## src/rtl/i2c_pkg.sv

```systemverilog
// Shared I2C definitions: FSM state codes, ACK/NACK bus levels, byte width.
// Latency: none (constants only).
// Backpressure: not applicable.
package i2c_pkg;
   localparam int BYTE_W = 8;

   localparam logic ACK  = 1'b0;
   localparam logic NACK = 1'b1;

   localparam logic [3:0] ST_IDLE      = 4'd0;
   localparam logic [3:0] ST_ADDR      = 4'd1;
   localparam logic [3:0] ST_ADDR_ACK  = 4'd2;
   localparam logic [3:0] ST_PTR       = 4'd3;
   localparam logic [3:0] ST_PTR_ACK   = 4'd4;
   localparam logic [3:0] ST_WDATA     = 4'd5;
   localparam logic [3:0] ST_WDATA_ACK = 4'd6;
   localparam logic [3:0] ST_RDATA     = 4'd7;
   localparam logic [3:0] ST_RDATA_ACK = 4'd8;
endpackage

```

## src/rtl/i2c_slave_if.sv

```systemverilog
// Pad and register-port signals of the I2C target, bundled for one port.
// Latency: none (wires only).
// Backpressure: none; the register side must answer reg_re within 2 clk.
interface i2c_slave_if;
   logic       scl_in;
   logic       sda_in;
   logic       sda_out;
   logic       tristate;
   logic [7:0] reg_addr;
   logic [7:0] reg_wdata;
   logic       reg_we;
   logic       reg_re;
   logic [7:0] reg_rdata;
   logic       busy;

   modport slave (
      input  scl_in, sda_in, reg_rdata,
      output sda_out, tristate, reg_addr, reg_wdata, reg_we, reg_re, busy
   );

   modport master (
      output scl_in, sda_in, reg_rdata,
      input  sda_out, tristate, reg_addr, reg_wdata, reg_we, reg_re, busy
   );
endinterface

```

## src/rtl/i2c_line_sync.sv

```systemverilog
// Synchronises SCL/SDA and derives SCL edges plus START/STOP conditions.
// Latency: SYNC_STAGES clk from pad to sda_s; event pulses one clk wide.
// Backpressure: none; the pad lines are free-running.
module i2c_line_sync #(
   parameter int SYNC_STAGES = 2
) (
   input  logic clk,
   input  logic rst_n,
   input  logic scl_in,
   input  logic sda_in,
   output logic scl_rise,
   output logic scl_fall,
   output logic start_det,
   output logic stop_det,
   output logic sda_s
);
   logic [SYNC_STAGES-1:0] scl_sync;
   logic [SYNC_STAGES-1:0] sda_sync;
   logic                   scl_d;
   logic                   sda_d;
   logic                   scl_s;

   // Shift pads through the synchronisers; idle bus level is high.
   always_ff @(posedge clk or negedge rst_n) begin
      if (!rst_n) begin
         scl_sync <= '1;
         sda_sync <= '1;
         scl_d    <= 1'b1;
         sda_d    <= 1'b1;
      end else begin
         scl_sync <= {scl_sync[SYNC_STAGES-2:0], scl_in};
         sda_sync <= {sda_sync[SYNC_STAGES-2:0], sda_in};
         scl_d    <= scl_sync[SYNC_STAGES-1];
         sda_d    <= sda_sync[SYNC_STAGES-1];
      end
   end

   assign scl_s     = scl_sync[SYNC_STAGES-1];
   assign sda_s     = sda_sync[SYNC_STAGES-1];
   assign scl_rise  = scl_s & ~scl_d;
   assign scl_fall  = ~scl_s & scl_d;
   // SDA may only move under SCL high for a bus condition, so require SCL high on both samples.
   assign start_det = scl_s & scl_d & sda_d & ~sda_s;
   assign stop_det  = scl_s & scl_d & ~sda_d & sda_s;
endmodule

```

## src/rtl/i2c_slave.sv

```systemverilog
// I2C target: address match, register pointer, byte writes/reads over a register port.
// Latency: SDA reacts 1 clk after the synchronised SCL fall; reg_we/reg_re are 1-clk strobes.
// Backpressure: none (no clock stretching); reg_rdata must be valid 2 clk after reg_re.
// Build option: define I2C_SLAVE_AUTOINC_EN to advance reg_addr after each byte.
module i2c_slave
   import i2c_pkg::*;
#(
   parameter logic [6:0] SLAVE_ADDR  = 7'h50,
   parameter int         SYNC_STAGES = 2
) (
   input logic        clk,
   input logic        rst_n,
   i2c_slave_if.slave bus
);
   logic       scl_rise;
   logic       scl_fall;
   logic       start_det;
   logic       stop_det;
   logic       sda_s;
   logic [3:0] state;
   logic [2:0] bit_cnt;
   logic       byte_full;   // 8 bits sampled, act on the next SCL fall
   logic [7:0] shreg;
   logic       rw;
   logic       mack;        // master ACKed the last read byte
   logic       drive;       // 1 = pull SDA low

   i2c_line_sync #(.SYNC_STAGES(SYNC_STAGES)) u_sync (
      .clk       (clk),
      .rst_n     (rst_n),
      .scl_in    (bus.scl_in),
      .sda_in    (bus.sda_in),
      .scl_rise  (scl_rise),
      .scl_fall  (scl_fall),
      .start_det (start_det),
      .stop_det  (stop_det),
      .sda_s     (sda_s)
   );

   assign bus.tristate = ~drive;
   assign bus.sda_out  = ~drive;

   // Protocol FSM: bus conditions first, then sampling on SCL rise, then SDA updates on SCL fall.
   always_ff @(posedge clk or negedge rst_n) begin
      if (!rst_n) begin
         state         <= ST_IDLE;
         bit_cnt       <= 3'd0;
         byte_full     <= 1'b0;
         shreg         <= 8'h00;
         rw            <= 1'b0;
         mack          <= 1'b0;
         drive         <= 1'b0;
         bus.reg_addr  <= 8'h00;
         bus.reg_wdata <= 8'h00;
         bus.reg_we    <= 1'b0;
         bus.reg_re    <= 1'b0;
         bus.busy      <= 1'b0;
      end else begin
         bus.reg_we <= 1'b0;
         bus.reg_re <= 1'b0;
`ifdef I2C_SLAVE_AUTOINC_EN
         if (bus.reg_we) bus.reg_addr <= bus.reg_addr + 8'd1;
`endif
         if (start_det) begin
            bus.busy  <= 1'b1;
            state     <= ST_ADDR;
            bit_cnt   <= 3'd0;
            byte_full <= 1'b0;
            drive     <= 1'b0;
         end else if (stop_det) begin
            bus.busy  <= 1'b0;
            state     <= ST_IDLE;
            bit_cnt   <= 3'd0;
            byte_full <= 1'b0;
            drive     <= 1'b0;
         end else if (scl_rise) begin
            case (state)
               ST_ADDR, ST_PTR, ST_WDATA: begin
                  shreg   <= {shreg[6:0], sda_s};
                  bit_cnt <= bit_cnt + 3'd1;
                  if (bit_cnt == 3'd7) byte_full <= 1'b1;
               end
               ST_RDATA: begin
                  bit_cnt <= bit_cnt + 3'd1;
                  if (bit_cnt == 3'd7) byte_full <= 1'b1;
               end
               ST_ADDR_ACK: if (rw) bus.reg_re <= 1'b1;
               ST_RDATA_ACK: begin
                  mack <= (sda_s == ACK);
                  if (sda_s == ACK) begin
                     bus.reg_re <= 1'b1;
`ifdef I2C_SLAVE_AUTOINC_EN
                     bus.reg_addr <= bus.reg_addr + 8'd1;
`endif
                  end
               end
               default: ;
            endcase
         end else if (scl_fall) begin
            case (state)
               ST_ADDR: if (byte_full) begin
                  byte_full <= 1'b0;
                  if (shreg[7:1] == SLAVE_ADDR) begin
                     state <= ST_ADDR_ACK;
                     drive <= 1'b1;
                     rw    <= shreg[0];
                  end else begin
                     state <= ST_IDLE;
                  end
               end
               ST_ADDR_ACK: begin
                  bit_cnt <= 3'd0;
                  if (rw) begin
                     state <= ST_RDATA;
                     shreg <= bus.reg_rdata;
                     drive <= ~bus.reg_rdata[7];
                  end else begin
                     state <= ST_PTR;
                     drive <= 1'b0;
                  end
               end
               ST_PTR: if (byte_full) begin
                  byte_full    <= 1'b0;
                  bus.reg_addr <= shreg;
                  drive        <= 1'b1;
                  state        <= ST_PTR_ACK;
               end
               ST_WDATA: if (byte_full) begin
                  byte_full     <= 1'b0;
                  bus.reg_wdata <= shreg;
                  bus.reg_we    <= 1'b1;
                  drive         <= 1'b1;
                  state         <= ST_WDATA_ACK;
               end
               ST_PTR_ACK, ST_WDATA_ACK: begin
                  bit_cnt <= 3'd0;
                  drive   <= 1'b0;
                  state   <= ST_WDATA;
               end
               ST_RDATA: begin
                  if (byte_full) begin
                     byte_full <= 1'b0;
                     drive     <= 1'b0;
                     state     <= ST_RDATA_ACK;
                  end else begin
                     shreg <= {shreg[6:0], 1'b0};
                     drive <= ~shreg[6];
                  end
               end
               ST_RDATA_ACK: begin
                  bit_cnt <= 3'd0;
                  if (mack) begin
                     state <= ST_RDATA;
                     shreg <= bus.reg_rdata;
                     drive <= ~bus.reg_rdata[7];
                  end else begin
                     state <= ST_IDLE;
                     drive <= 1'b0;
                  end
               end
               default: ;
            endcase
         end
      end
   end
endmodule

```

## src/flat_wrapper.sv

```systemverilog
// flat-port wrapper written by rule: the top's interface ports become plain ports
module i2c_slave_flat import i2c_pkg::*;
#(
   parameter logic [6:0] SLAVE_ADDR  = 7'h50,
   parameter int         SYNC_STAGES = 2
)
  (clk, rst_n, bus_scl_in, bus_sda_in, bus_reg_rdata, bus_sda_out, bus_tristate, bus_reg_addr, bus_reg_wdata, bus_reg_we, bus_reg_re, bus_busy);
  i2c_slave_if bus_i ();
  input logic clk;
  input logic rst_n;
  input wire logic [$bits(bus_i.scl_in)-1:0] bus_scl_in;
  input wire logic [$bits(bus_i.sda_in)-1:0] bus_sda_in;
  input wire logic [$bits(bus_i.reg_rdata)-1:0] bus_reg_rdata;
  output wire logic [$bits(bus_i.sda_out)-1:0] bus_sda_out;
  output wire logic [$bits(bus_i.tristate)-1:0] bus_tristate;
  output wire logic [$bits(bus_i.reg_addr)-1:0] bus_reg_addr;
  output wire logic [$bits(bus_i.reg_wdata)-1:0] bus_reg_wdata;
  output wire logic [$bits(bus_i.reg_we)-1:0] bus_reg_we;
  output wire logic [$bits(bus_i.reg_re)-1:0] bus_reg_re;
  output wire logic [$bits(bus_i.busy)-1:0] bus_busy;
  assign bus_i.scl_in = bus_scl_in;
  assign bus_i.sda_in = bus_sda_in;
  assign bus_i.reg_rdata = bus_reg_rdata;
  assign bus_sda_out = bus_i.sda_out;
  assign bus_tristate = bus_i.tristate;
  assign bus_reg_addr = bus_i.reg_addr;
  assign bus_reg_wdata = bus_i.reg_wdata;
  assign bus_reg_we = bus_i.reg_we;
  assign bus_reg_re = bus_i.reg_re;
  assign bus_busy = bus_i.busy;
  i2c_slave #(.SLAVE_ADDR(SLAVE_ADDR), .SYNC_STAGES(SYNC_STAGES)) u_core (.clk(clk), .rst_n(rst_n), .bus(bus_i));
endmodule
```

## config.mk

```make
export PLATFORM = sky130hd
export DESIGN_NAME = i2c_slave_flat
export DESIGN_NICKNAME = d
export VERILOG_FILES = /design/src/rtl/i2c_pkg.sv /design/src/rtl/i2c_slave_if.sv /design/src/rtl/i2c_line_sync.sv /design/src/rtl/i2c_slave.sv /design/src/flat_wrapper.sv
export SDC_FILE = /design/constraint.sdc
export NUM_CORES = 1
export LEC_CHECK = 0
export CAP_MARGIN = 15
export CORE_UTILIZATION = 30
export CTS_BUF_LIST = sky130_fd_sc_hd__clkbuf_4 sky130_fd_sc_hd__clkbuf_8
export DETAILED_ROUTE_END_ITERATION = 12
export GPL_ROUTABILITY_DRIVEN = 0
export SETUP_SLACK_MARGIN = 0.1
export SYNTH_ARGS = -nofsm -noshare
export SYNTH_HDL_FRONTEND = slang
export SYNTH_SLANG_ARGS = --single-unit
```

## constraint.sdc

```tcl
create_clock -name clk -period 2.3 [get_ports clk]
set_input_delay 0.46 -clock clk [delete_from_list [all_inputs] [get_ports clk]]
set_output_delay 0.46 -clock clk [all_outputs]
set_load 0.03 [all_outputs]
```

==> flow_metrics.py, run 1 <==
metrics = {
    "finish": {
        "diodes": 0,
        "num-nets-final": 257,
        "final_cells": 339,
        "syn2layout_area_growth_pct": 25.7,
        "drive_above_1_share_pct": 25.4,
        "multiInputGateArea_um2": 1080,
        "nFillCells": 766,
        "seq_area_um2": 1110,
    },
    "pwr": {
        "p_leak_nw": 1.21,
        "peakVddDrop_mv": 0.559,
        "power_per_cell_area_nw_per_um2": 820,
    },
    "synthesis": {
        "synth_seq_area_share_pct": 48.8,
        "synth_edf_count": 0,
        "synthesis.area_um2": 2270,
        "syn-num-nets": 219,
        "syn_inst": 202,
        "syn_avg_cell_area_um2": 11.3,
        "ys_warn_count": 0,
        "netlist.area_leader.share_pct": 41.8,
        "async_flop_share_pct": 100,
        "ys.flop_type": "dfrtp_1",
        "synth.distinct_cells": 48,
        "synth_area_leaders": "dfrtp_1 42%, mux2_2 15%, dfstp_2 6.9%",
        "synth_common_cells": "38 x dfrtp_1, 31 x mux2_2, 10 x a21oi_1, 10 x nand2_1",
        "synth_seq_cells": 44,
        "synth_largest_area_cell": "dfrtp_1",
        "yosysMostFrequentCell": "dfrtp_1",
    },
    "clock_network": {
        "cts_sinks": 44,
        "cts-root-buf": "clkbuf_8",
        "cts_buffers": 5,
        "cts_tree": "done",
        "post_cts_buffers": 0,
        "clockBufferDepth": 2,
        "clk_latency_ps": 290,
        "htreeDepth": 2,
        "path_clk_slew_ps": 80,
    },
    "timing": {
        "finalSetupTns_ps": 0,
        "worst_pin_slew_ps": 542,
        "setup_viol": 0,
        "hold_viol": 0,
        "fin_crit_ps": 2130,
        "maxSlewViolCount": 0,
        "min_period_over_period_pct": 92.7,
        "max-slew-margin-rel_pct": 63.9,
        "skew_ps": 4.39,
        "rsz0062_at_grt": "false",
        "timing.fmax_mhz": 469,
        "hold_slack_ps": 229,
    },
    "run": {
        "cap_violations": 0,
    },
    "setup_path": {
        "cpPeakStageDelay_ps": 570,
        "cp_cell_sequence": "ha_1 > buf_4 > and3b_1 > o2bb2ai_1 > o221a_4 > mux2_2",
        "critical_path_class": "reg2reg",
        "cp-start-kind": "register",
        "crit_slowest_cell": "dfstp_2",
        "crit_fanout": 8,
        "cp.arrival_ps": 2310,
        "path_buf_inv": 1,
        "worst_ep_required_time_ps": 2480,
        "critPathTopFamily": "flip-flops",
        "end_kind": "register",
    },
    "routing": {
        "drt-vias-per-instance": 5.05,
        "route.detailed.drc": 0,
        "routedWlPerCell_um": 15.0,
        "ant_nets": 0,
        "drt_iter0_drc": 136,
        "wl_um": 5070,
        "vias": 1712,
        "dr.pass1.iters": 4,
    },
    "global_route": {
        "antenna_found_initial": 0,
        "grt_max_degree": 45,
        "grt_pass1_wl_um": 8460,
        "grt_pass1_vias": 1622,
        "overflow": 0,
        "grt_usage_pct": 14.2,
    },
    "worst_hold_path": {
        "hp-class": "in2async",
    },
    "floorplan": {
        "start_util_pct": 31.2,
        "die_width_um": 89.1,
        "core_area_um2": 7290,
        "io_pins": 33,
        "dieArea_um2": 7930,
        "fp.dieH_um": 89.1,
        "rows": 31,
    },
    "placed_design": {
        "io_buffers": 32,
        "dp_cells": 332,
        "dp_hpwl_um": 3620,
    },
    "run_status": {
        "status": "completed",
    },
}
## registers in the layout, indices dropped and copies added, names as in the netlist, 2 cells and up
register                flops
u_core.bit_cnt              3
u_core.shreg                8
u_core.bus.reg_addr         8
u_core.bus.reg_wdata        8
u_core.u_sync.scl_sync      2
u_core.state                4
u_core.u_sync.sda_sync      2
## layout by cell type, fill, tap and decap left out, types with 2 or more instances in the layout
master	n
buf_4	10
o21ai_0	7
dfstp_2	6
nand3_1	4
ha_1	5
clkdlybuf4s50_1	31
nor3_1	3
a22oi_1	2
a221oi_1	2
o31ai_1	2
a211oi_1	3
o211ai_1	3
mux2_2	31
and2_1	3
nor2b_1	4
mux2i_1	2
nand4b_1	3
or4_1	2
nand2_1	10
a31oi_1	2
nor2_1	8
or3_1	2
and3b_1	2
inv_1	8
nand2b_1	3
dfrtp_1	38
a21oi_1	10
buf_12	2
o21bai_1	2
nand3b_1	3
clkbuf_8	5
nand4bb_1	2
## logic make-up (layout without fill, tap and decap cells)
logic type | after synthesis | after routing | synth area share, %
AND/OR/NAND/NOR | 56 | 56 | 15.5
multiplexers | 33 | 33 | 16.2
AO/OA/AOI/OAI | 42 | 42 | 12.4
XOR/XNOR | 1 | 1 | 0.385
buffers and inverters | 21 | 59 | 3.96
flip-flops | 44 | 44 | 48.8
adder cells (fa/ha/maj) | 5 | 5 | 2.75
## layout make-up
| type | instances | share of cell area, % |
|---|---|---|
| sequential | 44 | 38.8 |
| clock inverter | 2 | 0.438 |
| clock buffer | 5 | 2.41 |
| multi-input combinational | 137 | 37.9 |
| inverter | 8 | 1.05 |
| timing repair buffer | 44 | 15.1 |
| tap | 99 | 4.33 |
## worst register-to-register path, cell delays in order (launching register included)
cell and delay, ps:
dfstp_2 570, ha_1 230, buf_4 180, and3b_1 210
o2bb2ai_1 150, o221a_4 310, mux2_2 370
## layer usage
layer | share of wire, % | track usage [%]
met2 | 47 | 21.0
met3 | 4.5 | 2.68
met1 | 47 | 21.2
met5 | 0 | 0
met4 | 1.5 | 4.33
## per-stage QoR
| step | cell area, um2 | utilization, % | setup slack [ps] | total power (W) |
|---|---|---|---|---|
| after floorplan | 2270 | - | 265 | 0.00161 |
| after global placement | 2770 | 38.0 | 165 | 0.00187 |
| after detailed placement | 2770 | 38.0 | 139 | 0.00188 |
| after CTS | 2850 | 39.1 | 124 | 0.00236 |
| after global routing | 2860 | 39.2 | 90.0 | 0.00251 |
| final | 2860 | 39.2 | 168 | 0.00234 |
## power breakdown
part	leakage (nW)	switching [W]	total, W	internal, W
logic	0.606	0.000405	0.000787	0.000382
clock network	0.0400	0.000256	0.000461	0.000206
registers	0.568	0.000195	0.00109	0.000899
total	1.21	0.000855	0.00234	0.00149
## worst paths after layout
| kind | start | endpoint | slack [ps] | cells past startpoint |
|---|---|---|---|---|
| worst max-delay path | u_core.u_sync.scl_sync[1] | u_core.shreg[6] | 170 | 6 |
| worst max register to register | u_core.u_sync.scl_sync[1] | u_core.shreg[6] | 170 | 6 |
| worst min register to register | u_core.u_sync.scl_sync[0] | u_core.u_sync.scl_sync[1] | 350 | 0 |
| worst min-delay path | rst_n | u_core.bus.reg_we | 230 | 2 |
| max in group asynchronous | rst_n | u_core.u_sync.scl_sync[0] | 1690 | 2 |
| min in group clk | u_core.u_sync.scl_sync[0] | u_core.u_sync.scl_sync[1] | 350 | 0 |
## what timing repair did
item | 4_1_cts | 5_1_grt
setup endpoints to repair | 0 | 7
gates resized for setup | 0 | 1
hold buffers | 0 | 0
(Power assumes the default switching activity.)
==> inputs of run 2 (changes only) <==
PLACE_DENSITY = 0.55   (was unset)
==> flow_metrics.py, run 2 (synthesized netlist as in run 1, its figures left out) <==
metrics = {
    "floorplan": {
        "core_area_um2": 7290,
        "io_pins": 33,
        "fp.dieH_um": 89.1,
        "dieArea_um2": 7930,
        "die_width_um": 89.1,
        "start_util_pct": 31.2,
        "rows": 31,
    },
    "run_status": {
        "status": "completed",
    },
    "timing": {
        "maxSlewViolCount": 0,
        "setup_ws_ps": 217,
        "fin_crit_ps": 2080,
        "worst_pin_slew_ps": 586,
        "max-slew-margin-rel_pct": 60.9,
        "setup_viol": 0,
        "skew_ps": 3.46,
        "min_period_over_period_pct": 90.6,
        "hold_slack_ps": 131,
        "hold_viol": 0,
        "timing.fmax_mhz": 480,
        "rsz0062_at_grt": "false",
        "finalSetupTns_ps": 0,
    },
    "setup_path": {
        "path_buf_inv": 0,
        "r2r-start": "u_core.u_sync.scl_sync[1]",
        "cp_cell_sequence": "ha_2 > and3b_1 > o2bb2ai_1 > o221a_2 > mux2_2",
        "worst_ep_required_time_ps": 2480,
        "crit_slowest_cell": "dfstp_2",
        "critical_path_class": "reg2reg",
        "cp.arrival_ps": 2270,
        "end_kind": "register",
        "crit_fanout": 9,
        "critPathTopFamily": "flip-flops",
        "crit_start": "u_core.u_sync.scl_sync[1]",
        "worst-path-stages": 5,
        "reg2regPathDepth": 5,
        "cpPeakStageDelay_ps": 560,
        "cp-start-kind": "register",
    },
    "routing": {
        "dr.pass1.iters": 4,
        "drt-vias-per-instance": 5.04,
        "ant_nets": 0,
        "route.detailed.drc": 0,
        "vias": 1687,
        "wl_um": 5150,
        "routedWlPerCell_um": 15.4,
        "drt_iter0_drc": 126,
    },
    "finish": {
        "multiInputGateArea_um2": 1090,
        "final_cells": 335,
        "layout_common_cells": "38 x dfrtp_1, 31 x mux2_2, 31 x clkdlybuf4s50_1, 10 x nand2_1, 10 x a21oi_1",
        "num-nets-final": 253,
        "drive_above_1_share_pct": 25.4,
        "nFillCells": 753,
        "final_common_cell": "dfrtp_1",
        "syn2layout_area_growth_pct": 24.0,
        "largestRegisters": "u_core.bus.reg_addr: 8 flops, u_core.bus.reg_wdata: 8 flops, u_core.shreg: 8 flops",
        "diodes": 0,
        "seq_area_um2": 1110,
    },
    "clock_network": {
        "cts-root-buf": "clkbuf_8",
        "clockBufferDepth": 2,
        "path_clk_slew_ps": 80,
        "htreeDepth": 2,
        "cts_buffers": 5,
        "cts_tree": "done",
        "cts_sinks": 44,
        "clk_latency_ps": 290,
        "cts_hold_buf": 0,
    },
    "global_route": {
        "overflow": 0,
        "grt_pass1_vias": 1678,
        "grt_max_degree": 45,
        "grt_usage_pct": 14.1,
        "grt_pass1_wl_um": 8410,
        "antenna_found_initial": 0,
    },
    "placed_design": {
        "pre_cts_ws_ps": -43.5,
        "io_buffers": 32,
        "dp_hpwl_um": 3600,
        "dp_cells": 328,
    },
    "pwr": {
        "power_per_cell_area_nw_per_um2": 813,
        "switching_share_pct": 36.8,
        "peakVddDrop_mv": 0.344,
        "power_frac_seq_pct": 49.5,
        "p_int_w": 0.00145,
        "power_w": 0.00229,
        "p_leak_nw": 1.19,
        "pwr-share-clk_pct": 20.3,
        "p_sw_w": 0.000844,
        "comb_power_share_pct": 30.2,
    },
    "worst_hold_path": {
        "hp-class": "in2async",
    },
    "run": {
        "cap_violations": 0,
    },
}
run 2: metrics by stage:
step           util (%)  area [um2]
2_1_floorplan         -        2270
3_3_place_gp       37.4        2730
3_5_place_dp       37.4        2730
4_1_cts            38.6        2820
5_1_grt            38.7        2820
6_report           38.7        2820
run 2: final cells by class:
class,count,share of cell area (%)
Tap cell,99,4.39
Timing Repair Buffer,40,13.8
Inverter,8,1.07
Sequential cell,44,39.3
Clock inverter,2,0.444
Multi-Input combinational cell,137,38.6
Clock buffer,5,2.44
run 2: path summary, 6_finish.rpt:
path	to	slack, ps
min in group clk	u_core.u_sync.sda_sync[1]	360
setup reg to reg	u_core.shreg[2]	220
setup / recovery	u_core.shreg[2]	220
hold / removal	u_core.bus.reg_wdata[5]	130
hold reg to reg	u_core.u_sync.sda_sync[1]	360
max in group asynchronous	u_core.u_sync.scl_sync[1]	1900
run 2: layer usage:
| layer | share of wire (%) | global-route usage, % | vias to the layer above |
|---|---|---|---|
| li1 | - | - | 807 |
| met1 | 50 | 20.6 | 850 |
| met2 | 46 | 21.3 | 23 |
| met3 | 2.4 | 2.12 | 7 |
| met4 | 1.1 | 4.91 | 0 |
| met5 | 0 | 0 | - |
run 2: power groups by stage:
stage,combinational (W),sequential (W),clock (W)
2_1_floorplan,0.000610,0.00100,0
3_3_place_gp,0.000680,0.00114,0
3_5_place_dp,0.000684,0.00115,0
4_1_cts,0.000691,0.00113,0.000487
5_1_grt,0.000770,0.00117,0.000520
6_report,0.000692,0.00113,0.000465
run 2: timing repair:
action	in CTS	in global routing
resized for setup	3	1
gates cloned	0	0
endpoints found under the hold margin	0	0
endpoints found under the setup margin	8	16
setup buffers	0	0
==> inputs of run 3 (changes only) <==
DONT_BUFFER_PORTS = 1   (was unset)
PLACE_DENSITY = 0.5   (was 0.55)
==> flow_metrics.py, run 3 (synthesized netlist as in run 1, its figures left out) <==
metrics = {
    "run_status": {
        "status": "completed",
    },
    "routing": {
        "vias": 1596,
        "drt_iter0_drc": 176,
        "drt-vias-per-instance": 5.13,
        "route.detailed.drc": 0,
        "ant_nets": 0,
        "wl_um": 5000,
        "routedWlPerCell_um": 16.1,
        "dr.pass1.iters": 4,
    },
    "global_route": {
        "grt_usage_pct": 13.7,
        "grt_max_degree": 45,
        "overflow": 0,
        "use_met2_pct": 19.3,
        "met1_usage_pct": 19.7,
        "grt_pass1_vias": 1597,
        "grt.busiest_layer": "met1",
        "grt_pass1_wl_um": 8110,
        "antenna_found_initial": 0,
        "use_met3_pct": 3.88,
    },
    "pwr": {
        "power_w": 0.00244,
        "power_frac_seq_pct": 44.6,
        "pwr-share-clk_pct": 24.9,
        "p_int_w": 0.00157,
        "peakVddDrop_mv": 0.428,
        "switching_share_pct": 35.8,
        "comb_power_share_pct": 30.5,
        "p_leak_nw": 1.13,
        "power_per_cell_area_nw_per_um2": 933,
        "p_sw_w": 0.000876,
    },
    "finish": {
        "num-nets-final": 228,
        "diodes": 0,
        "finish.utilization_pct": 35.9,
        "syn2layout_area_growth_pct": 15.2,
        "largestRegisters": "u_core.bus.reg_addr: 8 flops, u_core.bus.reg_wdata: 8 flops, u_core.shreg: 8 flops",
        "final_common_cell": "dfrtp_1",
        "layout_common_cells": "38 x dfrtp_1, 31 x mux2_2, 12 x buf_4, 10 x nand2_1, 10 x a21oi_1",
        "drive_above_1_share_pct": 31.6,
    },
    "floorplan": {
        "fp.dieH_um": 89.1,
        "core_area_um2": 7290,
        "rows": 31,
        "dieArea_um2": 7930,
        "start_util_pct": 31.2,
        "io_pins": 33,
        "die_width_um": 89.1,
    },
    "clock_network": {
        "clk_latency_ps": 300,
        "post_cts_buffers": 0,
        "htreeDepth": 2,
        "cts_tree": "done",
        "path_clk_slew_ps": 80,
        "clockBufferDepth": 2,
        "cts_buffers": 5,
        "cts_sinks": 44,
        "cts-root-buf": "clkbuf_8",
    },
    "run": {
        "cap_violations": 0,
    },
    "timing": {
        "skew_ps": 10.8,
        "maxSlewViolCount": 0,
        "finalSetupTns_ps": 0,
        "setup_viol": 0,
        "hold_slack_ps": 151,
        "rsz0062_at_grt": "false",
        "worst_pin_slew_ps": 590,
        "fin_crit_ps": 2060,
        "min_period_over_period_pct": 89.5,
        "hold_viol": 0,
        "max-slew-margin-rel_pct": 60.7,
        "timing.fmax_mhz": 486,
    },
    "placed_design": {
        "io_buffers": 0,
        "dp_hpwl_um": 3540,
    },
    "setup_path": {
        "reg2reg_to": "u_core.state[3]",
        "cp.arrival_ps": 2260,
        "crit_start": "u_core.u_sync.scl_d",
        "worst_ep_required_time_ps": 2500,
        "reg2regPathDepth": 7,
        "r2r-start": "u_core.u_sync.scl_d",
        "end_kind": "register",
        "critical_path_class": "reg2reg",
        "regToRegSetupSlack_ps": 240,
        "crit_fanout": 11,
        "crit_end": "u_core.state[3]",
        "cp-start-kind": "register",
    },
    "worst_hold_path": {
        "hp-class": "in2reg",
    },
}
[run 3: metrics by stage]
step / instance area [um2] / worst slack [ps] / cells
after global routing: 2620 / 108 / 311
after global placement: 2430 / 185 / 301
after detailed placement: 2430 / 144 / 301
after floorplan: 2270 / 265 / 202
final: 2620 / 241 / 311
after CTS: 2590 / 128 / 311
[run 3: final cells by class]
cell class / instances / area, um2
Sequential cell: 44 / 1110
Timing Repair Buffer: 15 / 139
Fill cell: 757 / 4670
Inverter: 8 / 30.0
Clock inverter: 3 / 46.3
Tap cell: 99 / 124
Multi-Input combinational cell: 137 / 1100
Clock buffer: 5 / 68.8
[run 3: metal layers]
layer | vias up | part of all wire (%)
li1 | 760 | -
met1 | 793 | 49
met2 | 37 | 45
met3 | 6 | 4.8
met4 | 0 | 1.4
met5 | - | 0
[run 3: worst min path at each step]
stage,startpoint,to,depth (start not counted)
floorplan,rst_n,u_core.bit_cnt[0],0
global placement,rst_n,u_core.bus.reg_we,0
detailed placement,rst_n,u_core.bus.reg_we,0
CTS,bus_scl_in,u_core.u_sync.scl_sync[0],0
global route,bus_scl_in,u_core.u_sync.scl_sync[0],0
finish,bus_scl_in,u_core.u_sync.scl_sync[0],0
[run 3: power by group through the flow]
stage / logic, W / clock network, W / registers (W)
floorplan: 0.000610 / 0 / 0.00100
global placement: 0.000706 / 0 / 0.00110
detailed placement: 0.000706 / 0 / 0.00110
CTS: 0.000732 / 0.000628 / 0.00109
global route: 0.000828 / 0.000658 / 0.00112
finish: 0.000746 / 0.000610 / 0.00109
[run 3: critical path: stages, from the launching register on]
cell and delay (ps):
dfstp_2 550, inv_1 40, ha_2 160, buf_4 170, nor2b_1 200, o2111ai_2 220, or4_1 500, o21ai_0 110
[run 3: timing repair]
| action | 4_1_cts | 5_1_grt |
|---|---|---|
| hold buffers | 2 | 0 |
| gates resized for setup | 0 | 6 |
| setup endpoints to repair | 0 | 16 |
| hold endpoints to repair | 44 | 0 |
